[config.mk]
export PLATFORM = sky130hd
export DESIGN_NAME = div_share_ctrl
export DESIGN_NICKNAME = d
export VERILOG_FILES = /design/src/rtl/div_share_pkg.sv /design/src/rtl/div_share_ctrl_rr_arbiter.sv /design/src/rtl/div_share_ctrl.sv
export SDC_FILE = /design/constraint.sdc
export NUM_CORES = 1
export LEC_CHECK = 0
export ABC_CLOCK_PERIOD_IN_PS = 12150
export BUFFER_PORTS_ARGS = -buffer_cell sky130_fd_sc_hd__buf_2
export CORE_MARGIN = 5
export CORE_UTILIZATION = 45
export DETAILED_ROUTE_END_ITERATION = 12
export PLACE_DENSITY = 0.9
export SKIP_CTS_REPAIR_TIMING = 1
export SLEW_MARGIN = 20
export SYNTH_ARGS = -nofsm -noshare
export SYNTH_HDL_FRONTEND = slang
export SYNTH_SLANG_ARGS = --single-unit
export TNS_END_PERCENT = 100
[constraint.sdc]
create_clock -name clk -period 12.15 [get_ports clk]
set_input_delay 0 -clock clk [delete_from_list [all_inputs] [get_ports clk]]
set_output_delay 0 -clock clk [all_outputs]
set_load 0.02 [all_outputs]
[src/rtl/div_share_pkg.sv]
`default_nettype none
// ============================================================================
//  Package     : div_share_pkg
//  Description : Shared definitions for the shared-divider sequencer: FSM
//                state encoding, requester-index width helper and the value
//                returned for a divide-by-zero.
//  Revision    : 1.0 - initial release
// ============================================================================
package div_share_pkg;

  // Sequencer states; kept as plain constants so older flows read them too.
  typedef logic [1:0] state_t;
  localparam state_t ST_IDLE = 2'd0;
  localparam state_t ST_RUN  = 2'd1;
  localparam state_t ST_ZERO = 2'd2;
  localparam state_t ST_GAP  = 2'd3;

  // Widest operand the sequencer supports; the divide-by-zero value is
  // sliced down to DATA_W by the user.
  localparam int MAX_DATA_W = 64;

  // Quotient reported when the divisor is zero (all ones).
  localparam logic [MAX_DATA_W-1:0] DBZ_RESULT = '1;

  // Width of a requester index; at least one bit even for two requesters.
  function automatic int id_width(input int n);
    return (n <= 2) ? 1 : $clog2(n);
  endfunction

endpackage : div_share_pkg
`default_nettype wire

[src/rtl/div_share_ctrl_rr_arbiter.sv]
`default_nettype none
// ============================================================================
//  Module      : rr_arbiter
//  Description : Combinational round-robin pick. Returns the first asserted
//                request found searching upward from (ptr+1) mod N_REQ,
//                wrapping around, together with a valid flag.
//  Revision    : 1.0 - initial release
// ============================================================================
module rr_arbiter
  import div_share_pkg::*;
#(
  parameter int N_REQ = 3,
  parameter int ID_W  = 2
) (
  input  logic [N_REQ-1:0] i_req,
  input  logic [ID_W-1:0]  i_ptr,
  output logic [ID_W-1:0]  o_grant,
  output logic             o_valid
);

  // Walk the ring from farthest to nearest so the nearest hit after the
  // pointer is the one left standing; no early exit needed.
  always_comb begin
    o_valid = 1'b0;
    o_grant = '0;
    for (int k = N_REQ; k >= 1; k--) begin
      if (i_req[(int'(i_ptr) + k) % N_REQ]) begin
        o_valid = 1'b1;
        o_grant = ID_W'((int'(i_ptr) + k) % N_REQ);
      end
    end
  end

endmodule : rr_arbiter
`default_nettype wire

[src/rtl/div_share_ctrl.sv]
`default_nettype none
// ============================================================================
//  Module      : div_share_ctrl
//  Description : Round-robin sequencer sharing one sequential divider among
//                N_REQ requesters. Latches the granted operands, holds the
//                divider start high for a fixed latency (the divider gives no
//                completion flag), captures the quotient and returns it with
//                a one-cycle done pulse. Zero divisors bypass the divider.
//  Revision    : 1.0 - initial release
// ============================================================================
module div_share_ctrl
  import div_share_pkg::*;
#(
  parameter int N_REQ       = 3,
  parameter int DATA_W      = 32,
  parameter int DIV_LATENCY = 36
) (
  input  logic                        clk,
  input  logic                        rst_n,
  input  logic [N_REQ-1:0]            req,
  input  logic [N_REQ*DATA_W-1:0]     dividend_in,
  input  logic [N_REQ*DATA_W-1:0]     divisor_in,
  output logic [N_REQ-1:0]            done,
  output logic [DATA_W-1:0]           result,
  output logic [id_width(N_REQ)-1:0]  result_id,
  output logic                        dbz,
  output logic                        busy,
  output logic                        div_start,
  output logic [DATA_W-1:0]           div_dividend,
  output logic [DATA_W-1:0]           div_divisor,
  input  logic [DATA_W-1:0]           div_quotient
);

  localparam int ID_W  = id_width(N_REQ);
  localparam int CNT_W = $clog2(DIV_LATENCY + 1);

  localparam logic [CNT_W-1:0] c_cnt_load = CNT_W'(DIV_LATENCY);
  // Pointer starts on the last requester so requester 0 wins first.
  localparam logic [ID_W-1:0]  c_ptr_init = ID_W'(N_REQ - 1);

  // --------------------------------------------------------------------------
  // State
  // --------------------------------------------------------------------------
  state_t                r_state;
  logic [CNT_W-1:0]      r_cnt;
  // Last granted requester; doubles as the round-robin pointer and as the
  // id of the operation in flight.
  logic [ID_W-1:0]       r_ptr;
  logic [N_REQ-1:0]      r_done;
  logic [DATA_W-1:0]     r_result;
  logic [ID_W-1:0]       r_result_id;
  logic                  r_dbz;
  logic                  r_busy;
  logic                  r_div_start;
  logic [DATA_W-1:0]     r_div_dividend;
  logic [DATA_W-1:0]     r_div_divisor;

  logic [ID_W-1:0]       w_pick;
  logic                  w_pick_vld;
  logic [DATA_W-1:0]     w_sel_dividend;
  logic [DATA_W-1:0]     w_sel_divisor;

  // --------------------------------------------------------------------------
  // Arbitration and operand selection
  // --------------------------------------------------------------------------
  rr_arbiter #(
    .N_REQ (N_REQ),
    .ID_W  (ID_W)
  ) u_arb (
    .i_req   (req),
    .i_ptr   (r_ptr),
    .o_grant (w_pick),
    .o_valid (w_pick_vld)
  );

  assign w_sel_dividend = dividend_in[int'(w_pick)*DATA_W +: DATA_W];
  assign w_sel_divisor  = divisor_in [int'(w_pick)*DATA_W +: DATA_W];

  // --------------------------------------------------------------------------
  // Sequencer: grant, run the divider for a fixed latency, return the result.
  // --------------------------------------------------------------------------
  always_ff @(posedge clk or negedge rst_n) begin
    if (!rst_n) begin
      r_state        <= ST_IDLE;
      r_cnt          <= '0;
      r_ptr          <= c_ptr_init;
      r_done         <= '0;
      r_result       <= '0;
      r_result_id    <= '0;
      r_dbz          <= 1'b0;
      r_busy         <= 1'b0;
      r_div_start    <= 1'b0;
      r_div_dividend <= '0;
      r_div_divisor  <= '0;
    end else begin
      // done is a single-cycle pulse unless a completion re-arms it below.
      r_done <= '0;
      case (r_state)
        ST_IDLE: begin
          if (w_pick_vld) begin
            // Operands are frozen here; later input changes are ignored.
            r_div_dividend <= w_sel_dividend;
            r_div_divisor  <= w_sel_divisor;
            r_ptr          <= w_pick;
            r_busy         <= 1'b1;
            if (w_sel_divisor == '0) begin
              r_state <= ST_ZERO;
            end else begin
              r_state     <= ST_RUN;
              r_div_start <= 1'b1;
              r_cnt       <= c_cnt_load;
            end
          end
        end

        ST_RUN: begin
          if (r_cnt == '0) begin
            r_result    <= div_quotient;
            r_result_id <= r_ptr;
            r_dbz       <= 1'b0;
            r_done      <= N_REQ'(1) << r_ptr;
            r_div_start <= 1'b0;
            r_state     <= ST_GAP;
          end else begin
            r_cnt <= r_cnt - 1'b1;
          end
        end

        ST_ZERO: begin
          r_result    <= DBZ_RESULT[DATA_W-1:0];
          r_result_id <= r_ptr;
          r_dbz       <= 1'b1;
          r_done      <= N_REQ'(1) << r_ptr;
          r_state     <= ST_GAP;
        end

        ST_GAP: begin
          // One idle cycle with start low so the divider sees a clean
          // rising edge on the next operation.
          r_state <= ST_IDLE;
          r_busy  <= 1'b0;
        end

        default: begin
          r_state     <= ST_IDLE;
          r_busy      <= 1'b0;
          r_div_start <= 1'b0;
        end
      endcase
    end
  end

  // --------------------------------------------------------------------------
  // Outputs (all registered)
  // --------------------------------------------------------------------------
  assign done         = r_done;
  assign result       = r_result;
  assign result_id    = r_result_id;
  assign dbz          = r_dbz;
  assign busy         = r_busy;
  assign div_start    = r_div_start;
  assign div_dividend = r_div_dividend;
  assign div_divisor  = r_div_divisor;

endmodule : div_share_ctrl
`default_nettype wire

==> Word level (Yosys, flattened, before mapping) <==
Index checks and enable logic that the tools add are counted.
{ "totals": {"regBits": 114} }
{ "classes": {"mux": 36, "eq_ne": 7, "n_reduce_logical": 12, "order_cmp": 3, "shift": 3, "addsub": 4, "n_div": 3} }
{ "op_table": {"columns": ["operator", "n"], "rows": [
  ["96-bit by 8-bit variable part select with 32-bit output", 2],
  ["32-bit by 4-bit less-than comparator with 1-bit output (second input constant)", 3],
  ["32-bit by 3-bit remainder unit with 32-bit output (second input constant)", 3],
  ["32-bit case mux with 2 select lines", 1],
  ["32-bit zero test", 1],
  ["32-bit 2-to-1 mux", 1],
  ["6-bit 2-to-1 mux", 3],
  ["2-bit 2-to-1 mux", 7],
  ["1-bit 2-to-1 mux", 13],
  ["6-bit case mux with 2 select lines", 1],
  ["2-bit case mux with 4 select lines", 1],
  ["2-bit AND reduction", 4],
  ["4-bit AND reduction", 2],
  ["2-bit by 2-bit adder with 3-bit output (second input constant)", 2],
  ["1-bit binary-select mux with 2-bit select", 3],
  ["6-bit zero test", 1],
  ["2-bit inequality test (second input constant)", 3],
  ["1-bit case mux with 2 select lines", 3],
  ["3-bit case mux with 2 select lines", 1],
  ["2-bit nonzero test", 3],
  ["6-bit by 1-bit subtractor with 6-bit output (second input constant)", 1],
  ["2-bit equality test (second input constant)", 2],
  ["2-bit case mux with 2 select lines", 1],
  ["2-bit by 1-bit adder with 3-bit output (second input constant)", 1],
  ["other kinds (5)", 5]
]} }

==> Depth between registers and ports, before layout <==
Gate-level depths: netlist of the first run.
{ "depth": {"depth_word": 13, "depth_mapped": 16, "mapped_depth_nobuf": 12} }

==> By module <==
From an unflattened synthesis of the first run, not the netlist that was laid out.
{ "hier_totals": {"hier_cells": 706, "area_unflattened_um2": 6148.4} }
{ "modules_own_cells": {"columns": ["module", "instances", "area_each_um2", "cells_per_inst"], "rows": [
  ["div_share_ctrl", 1, 5957.0, 679],
  ["rr_arbiter", 1, 191.4, 27]
]} }

==> Worst setup path before layout of the first run <==
Ideal clock, no wire load.
{ "synth_timing": {"kind": "register to register", "startpoint": "register r_ptr[1]", "endpoint": "register r_cnt[2]", "slack_ns": 8.278, "period_less_slack_ns": 3.872, "arrival_ns": 3.733, "path_stages_with_launch": 15, "setup_ns": 0.139, "n_path_buf": 2, "path_cell_list": "dfstp_2 inv_1 ha_1 buf_6 mux2_4 a21o_1 a311o_1 buf_6 a32o_1 a21oi_1 o2111ai_1 or4_4 o31ai_4 nor3_1 or4_1"} }
{ "synth_via": {"elab_chain_len": 12} }
{ "synth_lines": {"columns": ["element", "line", "rtl"], "rows": [
  ["from (decl)", "div_share_ctrl.sv:48", "logic [ID_W-1:0] r_ptr;"],
  ["from (signal assigned)", "div_share_ctrl.sv:86", "r_ptr <= c_ptr_init;"],
  ["from (signal assigned)", "div_share_ctrl.sv:104", "r_ptr <= w_pick;"],
  ["2-bit by 2-bit adder with 3-bit output", "div_share_ctrl_rr_arbiter.sv:27, div_share_ctrl_rr_arbiter.sv:29", null],
  ["32-bit by 3-bit remainder unit with 32-bit output", "div_share_ctrl_rr_arbiter.sv:27, div_share_ctrl_rr_arbiter.sv:29", null],
  ["1-bit binary-select mux with 2-bit select", "div_share_ctrl_rr_arbiter.sv:27", "if (i_req[(int'(i_ptr) + k) % N_REQ]) begin"],
  ["1-bit 2-to-1 mux (not written as such) (2 in series)", "div_share_ctrl_rr_arbiter.sv:27", null],
  ["2-bit 2-to-1 mux (3 in series)", "div_share_ctrl_rr_arbiter.sv:27", null],
  ["96-bit by 8-bit variable part select with 32-bit output", "div_share_ctrl.sv:77", "assign w_sel_divisor = divisor_in [int'(w_pick)*DATA_W +: DATA_W];"],
  ["32-bit zero test", "div_share_ctrl.sv:106", "if (w_sel_divisor == '0) begin"],
  ["2-bit inequality test (no source line)", null, null],
  ["4-bit AND reduction (no source line) (*)", null, null],
  ["to (signal assigned)", "div_share_ctrl.sv:111", "r_cnt <= c_cnt_load;"],
  ["to (signal assigned)", "div_share_ctrl.sv:125", "r_cnt <= r_cnt - 1'b1;"],
  ["to (decl)", "div_share_ctrl.sv:45", "logic [CNT_W-1:0] r_cnt;"]
]} }
Mark *: on every way between the ends. The rest lies on a longest branch, timed or not. The select of a mux whose other input is x is not followed.
A chain may end at the register's enable or synchronous reset.

==> Final worst setup path of the first run <==
Ends and elaborated chain as after synthesis.

==> summary.md, run 1 <==
| Metric | Value |
|---|---|
| Critical Path Sink Type | flop |
| All-Layer GR Usage | 26.4% |
| Area leader, netlist | dfrtp_1 |
| Syn-to-layout area delta | 48.4% |
| Hold Slack | -0.0414 ns |
| Number of port buffers | 332 |
| HP Class | in2reg |
| Critical Path AT | 5.77 ns |
| Total CTS buffers | 17 |
| Setup WS post-layout | 6.66 ns |
| Final cell count without fillers | 1,368 |
| Most common cell after layout, fill and taps aside | buf_2 |
| Synth top area cells | dfrtp_1 44%, nand2_1 12%, o21ai_0 8.1% |
| Layout cells sized above 1 | 32.6% |
| Core area | 13,900 um^2 |
| Ports | 333 |
| Syn avg cell area | 7.98 um^2 |
| Syn_nets | 1,038 |
| # setup viols final | 0 |
| H-tree levels | 4 |
| Synthesized instance count | 798 |
| CTS tree | yes |
| Status | finished, violations left |
| Ys flop type | dfrtp_1 |
| WP data required | 12.43 ns |
| Register area share after synthesis | 44.8% |
| Setup TNS Final | 0 ns |
| Drc violations | 0 |
| DIE HEIGHT | 129 um |
| Overall Power | 2.71 mW |
| Period minus WS final | 5.49 ns |
| Post-Route WL | 24.5 mm |
| Clk root buf | clkbuf_16 |
| Crit path max fanout | 52 |
| # rows | 43 |
| Initial drt markers | 625 |
| First-pass GRT wire length | 34.5 mm |
| DR vias/cell | 5.51 |
| CP Launch Point | r_ptr[1]$_DFFE_PN1P_ |
| Antenna diodes | 0 |
| Max Slew Vio Count | 0 |
| Leakage | 4.78 nW |
| Asr flop ratio synth | 100% |
| Worst-Margin Slew | 1.08 ns |
| Clk buf depth | 2 |
| Period Utilization, post-route | 45.2% |
| Initial antenna violation count | 1 |
| Gr ovfl total | 0 |
| Mapped Area | 6370 um^2 |
| Max-cap violations | 0 |
| Slew headroom | 28.1% |
| Pre-antenna DRT Iters | 7 |
| Clock Skew | 0.00630 ns |
| Top-area cell type share of the netlist area | 44.4% |
| Die width | 129 um |
| Hold_sp | divisor_in[77] |
| Worst skew pair latency | 0.41 ns |
| Critical R2R Launch | r_ptr[1]$_DFFE_PN1P_ |
| Final Wtd Congestion | 1.00 |
| Initial Utilization | 45.9% |
| Number of synthesized flops with an enable pin | 0 |
| Die area | 16,600 um^2 |
| #FFs+latches synth | 114 |
| CTS Sinks | 114 |
| Worst-path clk slew | 0.06 ns |
| Final Core Density | 68.1% |
| Synth unique cells | 55 |
| Post-route ant nets | 0 |
| Failing checks | negative hold slack |
| Final Hold Vio Count | 7 |
| Critical path type | reg2reg |
| Final HPWL DP | 17.0 mm |
| Startpoint Class | flop |
| DR WL/cell | 17.9 um |
| Synth warn | 0 |
| Most frequent cells in the layout | 331 x buf_2, 202 x nand2_1, 113 x dfrtp_1 |
| Vias in the first global route | 6,667 |
| Pre-CTS setup slack | 6.77 ns |
| Dpl cells | 1,255 |
| Max Fclk | 182 MHz |
| P per Cell Area | 287 nW/um^2 |
| Nets@finish | 1,415 |
| Unrepaired setup endpoints after global routing | false |
| Detailed-route via count | 7,537 |
| Fill cells | 1,088 |
| Largest net degree at the start of global routing | 100 |
| Worst VDD drop | 0.000153 V |
-- sequential cells by signal (all words and copies together), names as in the netlist --
register	count
busy	1
dbz	1
div_dividend	32
div_divisor	32
div_start	1
done	3
r_cnt	6
r_ptr	2
r_state	2
result	32
result_id	2
-- area by class of cell --
class / instances / area [um^2] / share of cell area (%)
repair buffers: 420 / 2530 / 26.7
clock inverters: 15 / 136 / 1.44
multi-input cells: 600 / 3200 / 33.9
inverters: 22 / 82.6 / 0.874
clock buffers: 17 / 425 / 4.50
well taps: 180 / 225 / 2.38
flip-flops and latches: 114 / 2850 / 30.2
-- final timing paths --
path	to	slack (ns)	cells after the start
max	r_cnt[2]$_DFFE_PN0P_	6.66	12
min	div_divisor[13]$_DFFE_PN0P_	-0.04	3
max in group asynchronous	div_divisor[0]$_DFFE_PN0P_	10.69	3
min in group asynchronous	div_divisor[10]$_DFFE_PN0P_	0.14	2
min reg2reg	div_dividend[12]$_DFFE_PN0P_	0.48	2
max reg2reg	r_cnt[2]$_DFFE_PN0P_	6.66	12
-- cell usage after synthesis (all sizes together) (3+ instances only) --
master and instances:
and2 6, a21o 6, nor2 48, a211oi 4
or4 4, o2111ai 3, mux2 4, nor3 8
a21boi 5, mux2i 6, and3 7, buf 10
inv 22, o31ai 4, o22ai 3, o21a 4
a2111oi 5, clkbuf 52, nor3b 3, nand3 6
a32o 5, nor4 8, a21oi 95, nor2b 6
dfrtp 113, a311oi 10, nand2b 5, o21ai 104
ha 11, nand2 203, a221oi 9
-- cells by family after synthesis --
kind of cell | Yosys count | synth area share [%]
buf+inv | 84 | 5.35
mux | 10 | 1.71
simple gates | 308 | 20.5
compound gates | 271 | 25.5
flops | 114 | 44.8
fa+ha+maj | 11 | 2.16
-- through the flow --
stage / hold slack (ns) / area (um^2)
detailed placement: 0.00616 / 8080
finish: -0.0414 / 9450
global route: 0.00160 / 9450
global placement: 0.00568 / 8080
floorplan: -0.296 / 6370
CTS: -0.437 / 8640
-- per-layer routing --
metal | vias up | GRT usage [%] | share of wire, %
li1 | 3536 | - | -
met1 | 3386 | 33.8 | 38
met2 | 508 | 41.9 | 47
met3 | 105 | 8.18 | 11
met4 | 2 | 10.1 | 4.3
met5 | - | 0 | 0.077
-- where the power goes --
| group | internal (mW) | total (mW) | switching (mW) |
|---|---|---|---|
| sequential | 0.567 | 0.673 | 0.106 |
| combinational | 0.525 | 1.57 | 1.05 |
| clock | 0.282 | 0.468 | 0.186 |
-- critical path, stage by stage, from the launching register on --
cell	delay, ns
dfstp_2	0.55
inv_1	0.09
ha_1	0.42
nor3b_1	0.36
o21a_1	0.22
a311o_1	0.65
nand2_2	0.81
a21oi_1	0.43
o2111ai_1	0.17
or4_4	0.60
o31ai_4	0.44
nor3_1	0.11
or4_1	0.51
(Power assumes the default switching activity.)
==> inputs of run 2 (changes only) <==
--- a/config.mk
+++ b/config.mk
@@ -5,7 +5,7 @@
 export SDC_FILE = /design/constraint.sdc
 export NUM_CORES = 1
 export LEC_CHECK = 0
-export ABC_CLOCK_PERIOD_IN_PS = 12150
+export ABC_CLOCK_PERIOD_IN_PS = 5400
 export BUFFER_PORTS_ARGS = -buffer_cell sky130_fd_sc_hd__buf_2
 export CORE_MARGIN = 5
 export CORE_UTILIZATION = 45
==> constraint.sdc (replaced) <==
create_clock -name clk -period 5.4 [get_ports clk]
set_input_delay 0 -clock clk [delete_from_list [all_inputs] [get_ports clk]]
set_output_delay 0 -clock clk [all_outputs]
set_load 0.02 [all_outputs]
==> run 2 against run 1 <==
Against the previous run:
- the run still ends with negative hold slack left
- die area did not move
- combinational power rose by 130%
- power rose by 130%
- first-iteration DRC count rose by 3.5%
- largest cell class unchanged
- clock power rose by 130%
- cell count rose by 0.37%
==> summary.md, run 2 (synthesized netlist as in run 1, its figures left out) <==
| Metric | Value |
|---|---|
| Status | finished, violations left |
| Failing checks | negative hold slack |
| Post-Route WL | 24.7 mm (+0.49%) |
| Period minus WS final | 5.03 ns (-0.459 ns) |
| Clk buf depth | 2 (unchanged) |
| Worst-path clk slew | 0.06 ns (about the same) |
| Number of port buffers | 332 (unchanged) |
| Critical R2R Launch | r_ptr[1]$_DFFE_PN1P_ |
| # setup viols final | 0 (unchanged) |
| DR vias/cell | 5.51 (about the same) |
| Clk root buf | clkbuf_16 |
| Max-cap violations | 0 (unchanged) |
| Worst VDD drop | 0.000325 V (+110%) |
| H-tree levels | 4 (unchanged) |
| # rows | 43 (unchanged) |
| Register area | 2850 um^2 (unchanged) |
| WP data required | 5.67 ns (-6.76 ns) |
| CP Cell Sequence | inv_1 -> ha_1 -> nor2_1 -> a21oi_1 -> o21ai_1 -> nand2_1 -> buf_4 -> a311oi_2 -> o2111ai_1 -> or4_4 -> o31ai_4 -> nor3_1 -> or4_1 |
| WP buf/inv | 2 (+1) |
| Total CTS buffers | 17 (unchanged) |
| Setup TNS Final | 0 ns (unchanged) |
| Nets@finish | 1,419 (+0.28%) |
| Hold_sp | divisor_in[90] |
| HP Class | in2reg |
| Final Hold Vio Count | 8 (+1) |
| P per Cell Area | 648 nW/um^2 (+130%) |
| Initial Utilization | 45.9% (unchanged) |
| Multi-input logic area | 3200 um^2 (unchanged) |
| Detailed-route via count | 7,567 (+0.40%) |
| Pre-CTS setup slack | 0.491 ns (-6.28 ns) |
| Most frequent cells in the layout | 331 x buf_2, 202 x nand2_1, 113 x dfrtp_1 |
| Drc violations | 0 (unchanged) |
| DIE HEIGHT | 129 um (unchanged) |
| Vias in the first global route | 6,828 (+2.4%) |
| Clock Skew | 0.00722 ns (+0.000917 ns) |
| Die area | 16,600 um^2 (unchanged) |
| Delay of the slowest critical-path stage | 0.62 ns (-0.19 ns) |
| Core area | 13,900 um^2 (unchanged) |
| Critical Path Sink Type | flop |
| Setup WS post-layout | 0.367 ns (-6.29 ns) |
| Layout cells sized above 1 | 32.9% (+0.31 points) |
| CP Launch Point | r_ptr[1]$_DFFE_PN1P_ |
| Pre-antenna DRT Iters | 7 (unchanged) |
| Initial antenna violation count | 2 (+1) |
| Slew headroom | 44.9% (+17 points) |
| Unrepaired setup endpoints after global routing | false |
| Top delay family on crit path | simple AND/OR/NAND/NOR gates |
| Initial drt markers | 647 (+3.5%) |
| Hold Slack | -0.0512 ns (-0.00990 ns) |
| Die width | 129 um (unchanged) |
| CTS Sinks | 114 (unchanged) |
| Critical Path AT | 5.31 ns (-0.46 ns) |
| DR WL/cell | 18.0 um (+0.12%) |
| Final Wtd Congestion | 0.986 (-1.4%) |
| Max Slew Vio Count | 0 (unchanged) |
| Final HPWL DP | 17.5 mm (+3.1%) |
| CTS tree | yes |
| Critical path type | reg2reg |
| Fill cells | 1,052 (-3.3%) |
| Ports | 333 (unchanged) |
| Gr ovfl total | 0 (unchanged) |
| Crit path max fanout | 13 (-75%) |
| Period Utilization, post-route | 93.2% (+48 points) |
| All-Layer GR Usage | 26.9% (+0.51 points) |
| Worst-Margin Slew | 0.826 ns (-0.249 ns) |
| Worst skew pair latency | 0.41 ns (about the same) |
| Worst path slowest cell | o21ai_1 |
| Largest net degree at the start of global routing | 86 (-14%) |
| Leakage | 4.81 nW (+0.64%) |
| Syn-to-layout area delta | 49.1% |
| Post-route ant nets | 0 (unchanged) |
| Most common cell after layout, fill and taps aside | buf_2 |
| Startpoint Class | flop |
| First-pass GRT wire length | 35.3 mm (+2.5%) |
| Max Fclk | 199 MHz (+9.1%) |
[run 2: changes by cell type in the layout (fill, tap and decap cells not counted), sizes merged]
cell         before  now
clkinvlp          4    2
diode             0    1
inv              24   28
buf             339  344
clkinv            8    6
dlygate4sd3      81   80
[run 2: path summary, 6_finish.rpt]
check | slack (ns) | cells after the start | to
min in group asynchronous | 0.23 | 2 | div_divisor[14]$_DFFE_PN0P_
max in group asynchronous | 3.99 | 3 | div_dividend[20]$_DFFE_PN0P_
hold reg to reg | 0.47 | 2 | result[1]$_DFFE_PN0P_
setup / recovery | 0.37 | 13 | r_cnt[2]$_DFFE_PN0P_
hold / removal | -0.05 | 3 | div_divisor[26]$_DFFE_PN0P_
setup reg to reg | 0.37 | 13 | r_cnt[2]$_DFFE_PN0P_
[run 2: per-stage QoR]
| step | util, % | hold WS (ns) | instances | power [mW] | cell area (um^2) |
|---|---|---|---|---|---|
| after floorplan | - | -0.296 | 798 | 3.93 | 6370 |
| after global placement | 58.5 | 0.133 | 1260 | 4.86 | 8120 |
| after detailed placement | 58.5 | 0.145 | 1260 | 4.99 | 8120 |
| after CTS | 62.6 | -0.285 | 1292 | 6.09 | 8690 |
| after global routing | 68.4 | -0.00387 | 1373 | 6.62 | 9490 |
| final | 68.4 | -0.0512 | 1373 | 6.15 | 9490 |
[run 2: report_power, final]
| part | internal (mW) | switching (mW) |
|---|---|---|
| registers | 1.28 | 0.233 |
| clock network | 0.645 | 0.437 |
| logic | 1.20 | 2.36 |
[run 2: layout make-up]
class                           count  area share [%]
Multi-Input combinational cell    600            33.7
Antenna cell                        1          0.0264
Sequential cell                   114            30.1
Inverter                           22           0.870
Tap cell                          180            2.37
Timing Repair Buffer              424            26.9
Clock inverter                     15            1.57
Clock buffer                       17            4.48
[run 2: worst min-delay path, delay by kind of cell]
family	cells	cell delay, ns
AOI/OAI and AO/OA	2	0.19
buffers and inverters	1	0.11
[run 2: metal layers]
layer,GRT usage (%),vias to the layer above,routed length (um)
met3,7.26,76,2380
met4,9.02,2,801
met2,44.5,455,12200
met5,0,-,7
met1,34.1,3492,9320
li1,-,3542,-
